===== config.mk =====
export PLATFORM = sky130hd
export DESIGN_NAME = nes_controller_emulator_flat
export DESIGN_NICKNAME = d
export VERILOG_FILES = /design/src/rtl/nes_controller_emulator_if.sv /design/src/rtl/nes_controller_emulator.sv /design/src/flat_wrapper.sv
export SDC_FILE = /design/constraint.sdc
export NUM_CORES = 1
export LEC_CHECK = 0
export CAP_MARGIN = 20
export CORE_MARGIN = 2
export CORE_UTILIZATION = 51
export DETAILED_ROUTE_END_ITERATION = 6
export PLACE_DENSITY = 0.76
export SLEW_MARGIN = 0
export SYNTH_ARGS = -nofsm -noshare
export SYNTH_HDL_FRONTEND = slang
export SYNTH_SLANG_ARGS = --single-unit

===== constraint.sdc =====
create_clock -name clk -period 2.2 [get_ports clk]
set_input_delay 0.44 -clock clk [delete_from_list [all_inputs] [get_ports clk]]
set_output_delay 0.44 -clock clk [all_outputs]
set_load 0.005 [all_outputs]

===== src/rtl/nes_controller_emulator_if.sv =====
// Controller-port pin bundle between a NES console (host) and the emulated pad.
// The console drives latch and clock; the pad drives the active-low serial line.
interface nes_controller_emulator_if;
  logic console_latch_i;
  logic console_clk_i;
  logic console_serial_no;

  modport master (
    output console_latch_i,
    output console_clk_i,
    input  console_serial_no
  );

  modport slave (
    input  console_latch_i,
    input  console_clk_i,
    output console_serial_no
  );
endinterface


===== src/rtl/nes_controller_emulator.sv =====
// Device-side NES controller: synchronises the console latch/clock pins, parallel-loads
// the button word while latch is high, then shifts one active-low bit per console clock.
module nes_controller_emulator #(
  parameter int SYNC_STAGES = 2
) (
  input  logic                        clk,
  input  logic                        rst,
  input  logic [7:0]                  buttons_i,
  nes_controller_emulator_if.slave    console,
  output logic                        busy_o,
  output logic                        frame_done_o,
  output logic                        latch_seen_o
);

  typedef enum logic [2:0] {
    IDLE  = 3'd0,
    LOAD  = 3'd1,
    SHIFT = 3'd2,
    DONE  = 3'd3
  } state_t;

  logic [SYNC_STAGES-1:0] latch_sync;
  logic [SYNC_STAGES-1:0] cclk_sync;
  logic                   latch_prev;
  logic                   cclk_prev;
  logic                   latch_s;
  logic                   cclk_s;
  logic                   latch_rise;
  logic                   latch_fall;
  logic                   cclk_rise;

  state_t      state_q;
  state_t      state_d;
  logic [7:0]  shift_q;
  logic [7:0]  shift_d;
  logic [3:0]  count_q;
  logic [3:0]  count_d;
  logic        done_d;
  logic        seen_d;

  // Synchronisers plus one extra flop each for edge detection. These are few plain
  // flops, so they get the same synchronous reset as the rest of the state.
  // NOTE: sequential state uses non-blocking assignments so every flop samples pre-edge values.
  always_ff @(posedge clk) begin
    if (rst) begin
      latch_sync <= '0;
      cclk_sync  <= '0;
      latch_prev <= 1'b0;
      cclk_prev  <= 1'b0;
    end else begin
      latch_sync <= {latch_sync[SYNC_STAGES-2:0], console.console_latch_i};
      cclk_sync  <= {cclk_sync[SYNC_STAGES-2:0], console.console_clk_i};
      latch_prev <= latch_s;
      cclk_prev  <= cclk_s;
    end
  end

  assign latch_s    = latch_sync[SYNC_STAGES-1];
  assign cclk_s     = cclk_sync[SYNC_STAGES-1];
  assign latch_rise = latch_s & ~latch_prev;
  assign latch_fall = ~latch_s & latch_prev;
  assign cclk_rise  = cclk_s & ~cclk_prev;

  // Latch always wins over a coincident clock edge, so every branch tests latch_rise first.
  // NOTE: every always_comb output gets a default first so no path can infer a latch.
  always_comb begin
    state_d = state_q;
    shift_d = shift_q;
    count_d = count_q;
    done_d  = 1'b0;
    seen_d  = 1'b0;
    case (state_q)
      IDLE: begin
        if (latch_rise) begin
          state_d = LOAD;
          seen_d  = 1'b1;
          shift_d = buttons_i;
        end
      end
      LOAD: begin
        if (latch_s) begin
          shift_d = buttons_i;
        end else if (latch_fall) begin
          state_d = SHIFT;
          count_d = 4'd0;
        end
      end
      SHIFT: begin
        if (latch_rise) begin
          state_d = LOAD;
          seen_d  = 1'b1;
          shift_d = buttons_i;
        end else if (cclk_rise) begin
          shift_d = {shift_q[6:0], 1'b0};
          if (count_q >= 4'd7) begin
            count_d = 4'd8;
            state_d = DONE;
            done_d  = 1'b1;
          end else begin
            count_d = count_q + 4'd1;
          end
        end
      end
      DONE: begin
        if (latch_rise) begin
          state_d = LOAD;
          seen_d  = 1'b1;
          shift_d = buttons_i;
        end else if (cclk_rise) begin
          // Keep shifting zeros so the pin stays released, as a real pad does.
          shift_d = {shift_q[6:0], 1'b0};
        end
      end
      default: state_d = IDLE;
    endcase
  end

  always_ff @(posedge clk) begin
    if (rst) begin
      state_q      <= IDLE;
      shift_q      <= '0;
      count_q      <= '0;
      busy_o       <= 1'b0;
      frame_done_o <= 1'b0;
      latch_seen_o <= 1'b0;
    end else begin
      state_q      <= state_d;
      shift_q      <= shift_d;
      count_q      <= count_d;
      busy_o       <= (state_d == LOAD) || (state_d == SHIFT);
      frame_done_o <= done_d;
      latch_seen_o <= seen_d;
    end
  end

  // shift_q is already a register, so the pin changes one clk after the detected edge.
  assign console.console_serial_no = ~shift_q[7];

endmodule


===== src/flat_wrapper.sv =====
// flat-port wrapper written by rule: the top's interface ports become plain ports
module nes_controller_emulator_flat 
#(
  parameter int SYNC_STAGES = 2
)
  (clk, rst, buttons_i, busy_o, frame_done_o, latch_seen_o, console_console_latch_i, console_console_clk_i, console_console_serial_no);
  nes_controller_emulator_if console_i ();
  input  logic clk;
  input  logic rst;
  input  logic [7:0] buttons_i;
  output logic busy_o;
  output logic frame_done_o;
  output logic latch_seen_o;
  input wire logic [$bits(console_i.console_latch_i)-1:0] console_console_latch_i;
  input wire logic [$bits(console_i.console_clk_i)-1:0] console_console_clk_i;
  output wire logic [$bits(console_i.console_serial_no)-1:0] console_console_serial_no;
  assign console_i.console_latch_i = console_console_latch_i;
  assign console_i.console_clk_i = console_console_clk_i;
  assign console_console_serial_no = console_i.console_serial_no;
  nes_controller_emulator #(.SYNC_STAGES(SYNC_STAGES)) u_core (.clk(clk), .rst(rst), .buttons_i(buttons_i), .console(console_i), .busy_o(busy_o), .frame_done_o(frame_done_o), .latch_seen_o(latch_seen_o));
endmodule

Word-level counts from Yosys, hierarchy flattened
Index checks and enable logic that the tools add are counted.
W data, S select, Z words.
{"block": "totals", "regBits": 24, "in_bits": 12, "wordCells": 65}
{"block": "op_classes", "add_sub_neg": 1, "order_cmp": 1, "eq_ne": 12, "muxes": 20, "bitwise_logic": 10, "n_reduce_logical": 11}
{"operator": "$mux W8", "n": 4}
{"operator": "$pmux W8 S3", "n": 1}
{"operator": "$mux W4", "n": 5}
{"operator": "$mux W3", "n": 6}
{"operator": "$eq A3 B2 Y1 const B", "n": 3}
{"operator": "$pmux W3 S3", "n": 1}
{"operator": "$ne A2 B1 Y1 const B", "n": 4}
{"operator": "$pmux W4 S2", "n": 1}
{"operator": "$not A1 Y1", "n": 7}
{"operator": "$eq A3 B1 Y1 const B", "n": 2}
{"operator": "$reduce_or A2 Y1", "n": 3}
{"operator": "$reduce_and A5 Y1", "n": 1}
{"operator": "$add A4 B1 Y4 const B", "n": 1}
{"operator": "$ge A4 B3 Y1 const B", "n": 1}
{"operator": "$ne A2 B2 Y1 const B", "n": 2}
{"operator": "$reduce_and A4 Y1", "n": 1}
{"operator": "$reduce_or A4 Y1", "n": 1}
{"operator": "$and A1 B1 Y1", "n": 3}
{"operator": "$logic_not A3 Y1", "n": 1}
{"operator": "$ne A3 B1 Y1 const B", "n": 1}
{"operator": "$reduce_bool A3 Y1", "n": 1}
{"operator": "$reduce_or A3 Y1", "n": 1}
{"operator": "$mux W1", "n": 2}
{"operator": "$reduce_bool A2 Y1", "n": 1}
{"operator": "$logic_or A1 B1 Y1", "n": 1}

Depth between registers and ports, before layout
Gate-level depths: netlist (run 1).
{"block": "depth", "word_depth": 7, "mapped_depth": 5, "ltp_nobuf": 5}

Least setup slack after synthesis (run 1)
Ideal clock, no wire load.
{"block": "synth_timing", "path_kind": "reg-to-reg", "startpoint": "reg u_core.state_q[2]", "endpoint": "reg u_core.count_q[2]", "setup_time_ns": 0.070, "arrival_time_ns": 1.606, "required_ns": 2.130, "slack_ns": 0.525, "path_stages_with_launch": 5, "synth_period_minus_slack_ns": 1.675, "cell_sequence": "dfxtp_1 nand2b_4 or4_4 or4b_1 a21oi_1"}
{"block": "synth_between", "elab_chain_len": 3}
{"item": "start: declaration", "line_no": "nes_controller_emulator.sv:32", "source": "state_t state_q;"}
{"item": "start signal: assignment", "line_no": "nes_controller_emulator.sv:127", "source": "state_q <= state_d;"}
{"item": "$eq A3 B2 Y1 or $eq A3 B1 Y1 (tied branches)", "line_no": "nes_controller_emulator.sv:72", "source": "case (state_q)"}
{"item": "$ne A2 B2 Y1 (no source line) (tied with other cells)"}
{"item": "$reduce_and A5 Y1 (no source line)"}
{"item": "end signal: assignment", "line_no": "nes_controller_emulator.sv:129", "source": "count_q <= count_d;"}
{"item": "end: declaration", "line_no": "nes_controller_emulator.sv:36", "source": "logic [3:0] count_q;"}
Parallel ways exist; a longest one is shown, timed or not.
A chain may end at the register's enable or synchronous reset.

Worst setup path after layout (run 1)
Same ends and word-level chain as after synthesis.

==> results_dict.tcl, run 1 <==
set metrics [dict create \
    cap_violations 0 \
    critical_path.slowest_cell "or4b_1" \
    hold_path_depth 1 \
    syn2layout_area_growth_pct 22.4 \
    synth-edff-count 0 \
    initial_core_util_pct 53.5 \
    cts.sinks 24 \
    antenna_left 0 \
    routed_via_density 5.27 \
    ys_seq_elements 24 \
    grt_start_max_net_pins 14 \
    dp_hpwl_mm 1.39 \
    cp-end-kind "register" \
    layout_commonest_cell "dfxtp_1" \
    hp-start "u_core.cclk_sync[0]$_SDFF_PP0_" \
    rr_endpoint "u_core.count_q[2]$_SDFFE_PP0P_" \
    seq_area_frac_synth_pct 46.8 \
    diodes 0 \
    wl_per_cell_um 12.3 \
    drive_above_1_share_pct 9.38 \
    clock-root-buffer "clkbuf_4" \
    rrSetupSlack_ns 0.36 \
    critPathMaxFanout 7 \
    synth_area_leader_cell "dfxtp_1" \
    synth_top_cell_area_share_pct 46.8 \
    peakVddDrop_mv 0.480 \
    clkTransAtPathRegs_ns 0.12 \
    syn_nets 122 \
    finalWorstSetupSlack_ns 0.360 \
    fmax_mhz 544 \
    hold-path-endpoint "u_core.cclk_sync[1]$_SDFF_PP0_" \
    gr-total-overflow 0 \
    clk_latency_ns 0.30 \
    synthCells 109 \
    syn_area_per_cell_um2 9.42 \
    numPortBuffers 15 \
    status "finished clean" \
    setup_viol 0 \
    ctsHoldBuffers 0 \
    cts_resized 0 \
    dominantRegCellSynth "dfxtp_1" \
    utilization_pct 65.4 \
    grt_pass1_wl_mm 3.33 \
    die_area_um2 2390 \
    htreeDepth 1 \
    place_congestion 0.808 \
    cp.required_ns 2.44 \
    path_class "register to register" \
    grt_pass1_vias 773 \
    crit_path_max_incr_delay_ns 0.53 \
    dp.cells 151 \
    fin_setup_tns_ns 0 \
    die_h_um 48.9 \
    power_uw 734 \
    hold_path_class "register to register" \
    reg2reg_depth 4 \
    clockBufferDepth 2 \
    final.fill_count 172 \
    antenna_found_initial 0 \
    drcViolationCount 0 \
    start_kind "register" \
    cp.arrival_ns 2.08 \
    fin_cells 155 \
    period_minus_slack_ns 1.84 \
    numCtsBuffers 3 \
    coreArea_um2 1920 \
    grtUsageTotal_pct 17.7 \
    drtIter0Drc 10 \
    power_density_nw_per_um2 583 \
    wirelength_mm 1.90 \
    vias 817 \
    row_count 16 \
    hold_viol 0 \
    synthTopCellsByArea "dfxtp_1, mux2i_1, a21oi_1" \
    fin_worst_skew_ns 0.00230 \
    async_reset_ff_share_pct 0 \
    crit_chain "nand2b_4, or4_4, or4b_1, a21oi_1" \
    post-cts-setup-buffers 0 \
    post-route-period-util_pct 83.6 \
    synth_cell_types 33 \
    layout_common_cells "dfxtp_1, clkdlybuf4s50_1, a21oi_1" \
    io_pins 16 \
    die_w_um 48.9 \
    first_pass_iters 4 \
    syn_area_um2 1030 \
    dpl_worst_slack_ns 0.403 \
    rsz0062_at_grt "false" \
    reg2reg_from "u_core.state_q[2]$_SDFF_PP0_" \
    p_leak_uw 0.000516 \
    maxSlewViolCount 0 \
    num-nets-final 142 \
    cts_tree "yes" \
    yosysWarnings 0 \
]
==> sequential cells by signal (all words and copies together), names as in the netlist <==
name / count
u_core.shift_q: 8
u_core.count_q: 4
u_core.state_q: 3
u_core.cclk_sync: 2
u_core.latch_sync: 2
u_core.busy_o: 1
u_core.cclk_prev: 1
u_core.frame_done_o: 1
u_core.latch_prev: 1
u_core.latch_seen_o: 1
==> routing by layer <==
metal  share of wire, %  wire length, um  up-vias  track usage, %
met5                  0                0        -               0
met4               0.74               14        0            10.0
met3                2.4               46        2            2.76
met2                 47              891       11            28.5
met1                 50              947      368            22.6
li1                   -                -      436               -
==> through the flow <==
step	hold slack, ns	instance area (um2)
CTS	0.453	1260
detailed placement	0.429	1220
global route	0.477	1260
finish	0.455	1260
floorplan	0.414	1030
global placement	0.424	1220
==> critical path: cells and delay by family (launching register included) <==
kind	cells	cell delay [ns]
AOI/OAI and AO/OA	1	0.15
DFF	1	0.40
and+or+nand+nor	3	1.24
==> power breakdown <==
part	internal [uW]	total (uW)	switching (uW)
Combinational	35.3	57.4	22.1
Clock	101	222	121
Sequential	446	454	8.39
==> worst max path at each step <==
stage | startpoint | to | slack [ns] | cells after the start
4_1_cts | u_core.state_q[2]$_SDFF_PP0_ | u_core.count_q[2]$_SDFFE_PP0P_ | 0.37 | 4
6_report | u_core.state_q[2]$_SDFF_PP0_ | u_core.count_q[2]$_SDFFE_PP0P_ | 0.36 | 4
2_1_floorplan | u_core.state_q[2]$_SDFF_PP0_ | u_core.count_q[2]$_SDFFE_PP0P_ | 0.52 | 4
5_1_grt | u_core.state_q[2]$_SDFF_PP0_ | u_core.count_q[2]$_SDFFE_PP0P_ | 0.29 | 4
3_5_place_dp | u_core.state_q[2]$_SDFF_PP0_ | u_core.count_q[2]$_SDFFE_PP0P_ | 0.40 | 4
3_3_place_gp | u_core.state_q[2]$_SDFF_PP0_ | u_core.count_q[2]$_SDFFE_PP0P_ | 0.49 | 4
==> cells by family (layout without fill, tap and decap cells) <==
family	Yosys count	after routing	share of synthesized area (%)
AOI/OAI and AO/OA	30	30	19.2
adders and majority gates	1	1	1.22
buffers and inverters	9	28	3.41
DFF	24	24	46.8
muxes	7	7	6.82
other	1	1	0.365
and+or+nand+nor	37	37	22.2
==> area by class of cell <==
cell class / count / area [um2] / area share [%]
repair buffers: 18 / 173 / 13.7
multi-input cells: 76 / 512 / 40.7
flip-flops and latches: 24 / 480 / 38.2
clock buffers: 4 / 36.3 / 2.89
well taps: 27 / 33.8 / 2.69
inverters: 6 / 22.5 / 1.79
==> cell usage after synthesis (2+ instances only) <==
master / number
a21oi_1: 10
clkbuf_1: 2
dfxtp_1: 24
inv_1: 6
mux2i_1: 7
nand2_1: 5
nand2b_1: 6
nor2_1: 5
nor2b_1: 6
nor3_1: 2
nor4_1: 3
o2111ai_1: 2
o21ai_0: 5
o31ai_1: 6
or2_2: 2
(Power assumes the default switching activity.)
==> run 2, diff against run 1 <==
==> constraint.sdc (replaced) <==
create_clock -name clk -period 1.9 [get_ports clk]
set_input_delay 0.38 -clock clk [delete_from_list [all_inputs] [get_ports clk]]
set_output_delay 0.38 -clock clk [all_outputs]
set_load 0.005 [all_outputs]
==> run 2 against run 1 <==
  * Core utilization up 0.39 points
  * Final cell count grew 0.65%
  * Sequential share of layout area is 0.23 points lower
  * Maximum frequency increased by 2.4%
  * Critical path depth did not move
  * Clock power up 18%
  * Clock skew grew 0.0025 ns
  * Via count rose by 7.0%
  * Sequential power up 16%
  * Setup slack got worse by 0.26 ns
  * Die area is the same
==> results_dict.tcl, run 2 (synthesis results as in run 1) <==
set metrics [dict create \
    status "finished clean" \
    coreArea_um2 1920 \
    ctsHoldBuffers 0 \
    cts_resized 0 \
    sw_frac_of_total_pct 21.2 \
    p_leak_uw 0.000521 \
    power_frac_comb_pct 8.0 \
    cap_violations 0 \
    clock-root-buffer "clkbuf_4" \
    numPortBuffers 15 \
    routed_via_density 5.60 \
    rsz0062_at_grt "false" \
    place_congestion 0.835 \
    clockBufferDepth 2 \
    maxSlewViolCount 0 \
    numCtsBuffers 3 \
    setup_viol 0 \
    dpl_worst_slack_ns 0.146 \
    clkTransAtPathRegs_ns 0.12 \
    grtUsageTotal_pct 18.4 \
    fin_setup_tns_ns 0 \
    post-cts-setup-buffers 0 \
    drive_above_1_share_pct 10.1 \
    cp-end-kind "register" \
    die_h_um 48.9 \
    io_pins 16 \
    clk_latency_ns 0.31 \
    initial_core_util_pct 53.5 \
    vias 874 \
    wirelength_mm 1.98 \
    antenna_found_initial 0 \
    drcViolationCount 0 \
    gr-total-overflow 0 \
    utilization_pct 65.8 \
    p_int_uw 675 \
    dp.cells 152 \
    finalWorstSetupSlack_ns 0.103 \
    power_density_nw_per_um2 677 \
    drtIter0Drc 20 \
    p_switching_uw 181 \
    cp.arrival_ns 2.06 \
    cts_tree "yes" \
    start_kind "register" \
    htreeDepth 1 \
    path_class "register to register" \
    power_uw 856 \
    layout_commonest_cell "dfxtp_1" \
    layout_common_cells "dfxtp_1, clkdlybuf4s50_1, a21oi_1" \
    peakVddDrop_mv 0.513 \
    hold_path_class "register to register" \
    grt_start_max_net_pins 14 \
    reg_top3 "u_core.shift_q x8, u_core.count_q x4, u_core.state_q x3" \
    syn2layout_area_growth_pct 23.1 \
    fin_cells 156 \
    antenna_left 0 \
    diodes 0 \
    num-nets-final 143 \
    hold_viol 0 \
    fin_worst_skew_ns 0.00483 \
    wl_per_cell_um 12.7 \
    cp.required_ns 2.16 \
    dp_hpwl_mm 1.46 \
    period_minus_slack_ns 1.80 \
    p_clk_share_pct 30.7 \
    first_pass_iters 4 \
    critPathMaxFanout 7 \
    rrSetupSlack_ns 0.10 \
    largest_register_ffs 8 \
    p_seq_share_pct 61.3 \
    fmax_mhz 556 \
    grt_pass1_vias 807 \
    post-route-period-util_pct 94.6 \
    die_w_um 48.9 \
    top_register "u_core.shift_q" \
    cts.sinks 24 \
    row_count 16 \
    die_area_um2 2390 \
    grt_pass1_wl_mm 3.47 \
]
## run 2: per-stage QoR
step	instance area, um2	hold slack (ns)
after floorplan	1030	0.414
final	1260	0.455
after global placement	1230	0.422
after CTS	1260	0.459
after detailed placement	1230	0.432
after global routing	1260	0.485
## run 2: worst max-delay path, cell delays in order (launching register included)
cell and delay, ns:
dfxtp_1 0.40, nand2b_4 0.19, or4_4 0.52, or4b_1 0.52
a21oi_1 0.13
## run 2: path summary, 6_finish.rpt
path,start,to,cells past startpoint
hold reg to reg,u_core.latch_sync[0]$_SDFF_PP0_,u_core.latch_sync[1]$_SDFF_PP0_,1
setup reg to reg,u_core.state_q[2]$_SDFF_PP0_,u_core.count_q[2]$_SDFFE_PP0P_,4
setup / recovery,u_core.state_q[2]$_SDFF_PP0_,u_core.count_q[2]$_SDFFE_PP0P_,4
hold / removal,u_core.latch_sync[0]$_SDFF_PP0_,u_core.latch_sync[1]$_SDFF_PP0_,1
## run 2: power groups by stage
| stage | Sequential, uW | Combinational, uW | Clock (uW) |
|---|---|---|---|
| finish | 525 | 68.5 | 262 |
| global route | 527 | 75.3 | 298 |
| CTS | 525 | 69.0 | 269 |
| detailed placement | 536 | 68.5 | 0 |
| global placement | 535 | 67.1 | 0 |
| floorplan | 534 | 32.6 | 0 |
## run 2: layer usage
layer  share of wire, %  GRT usage [%]  vias to the layer above
met5                  0              0                        -
met4                1.5           8.57                        0
met3                2.5           2.76                        4
met2                 51           32.0                       16
met1                 45           22.3                      416
li1                   -              -                      438
## run 2: area by class of cell
cell class                 instances  area, um2
fill                             159        657
multi-input combinational         76        512
sequential                        24        480
timing repair buffer              19        180
clock buffer                       4       36.3
tap                               27       33.8
inverter                           6       22.5
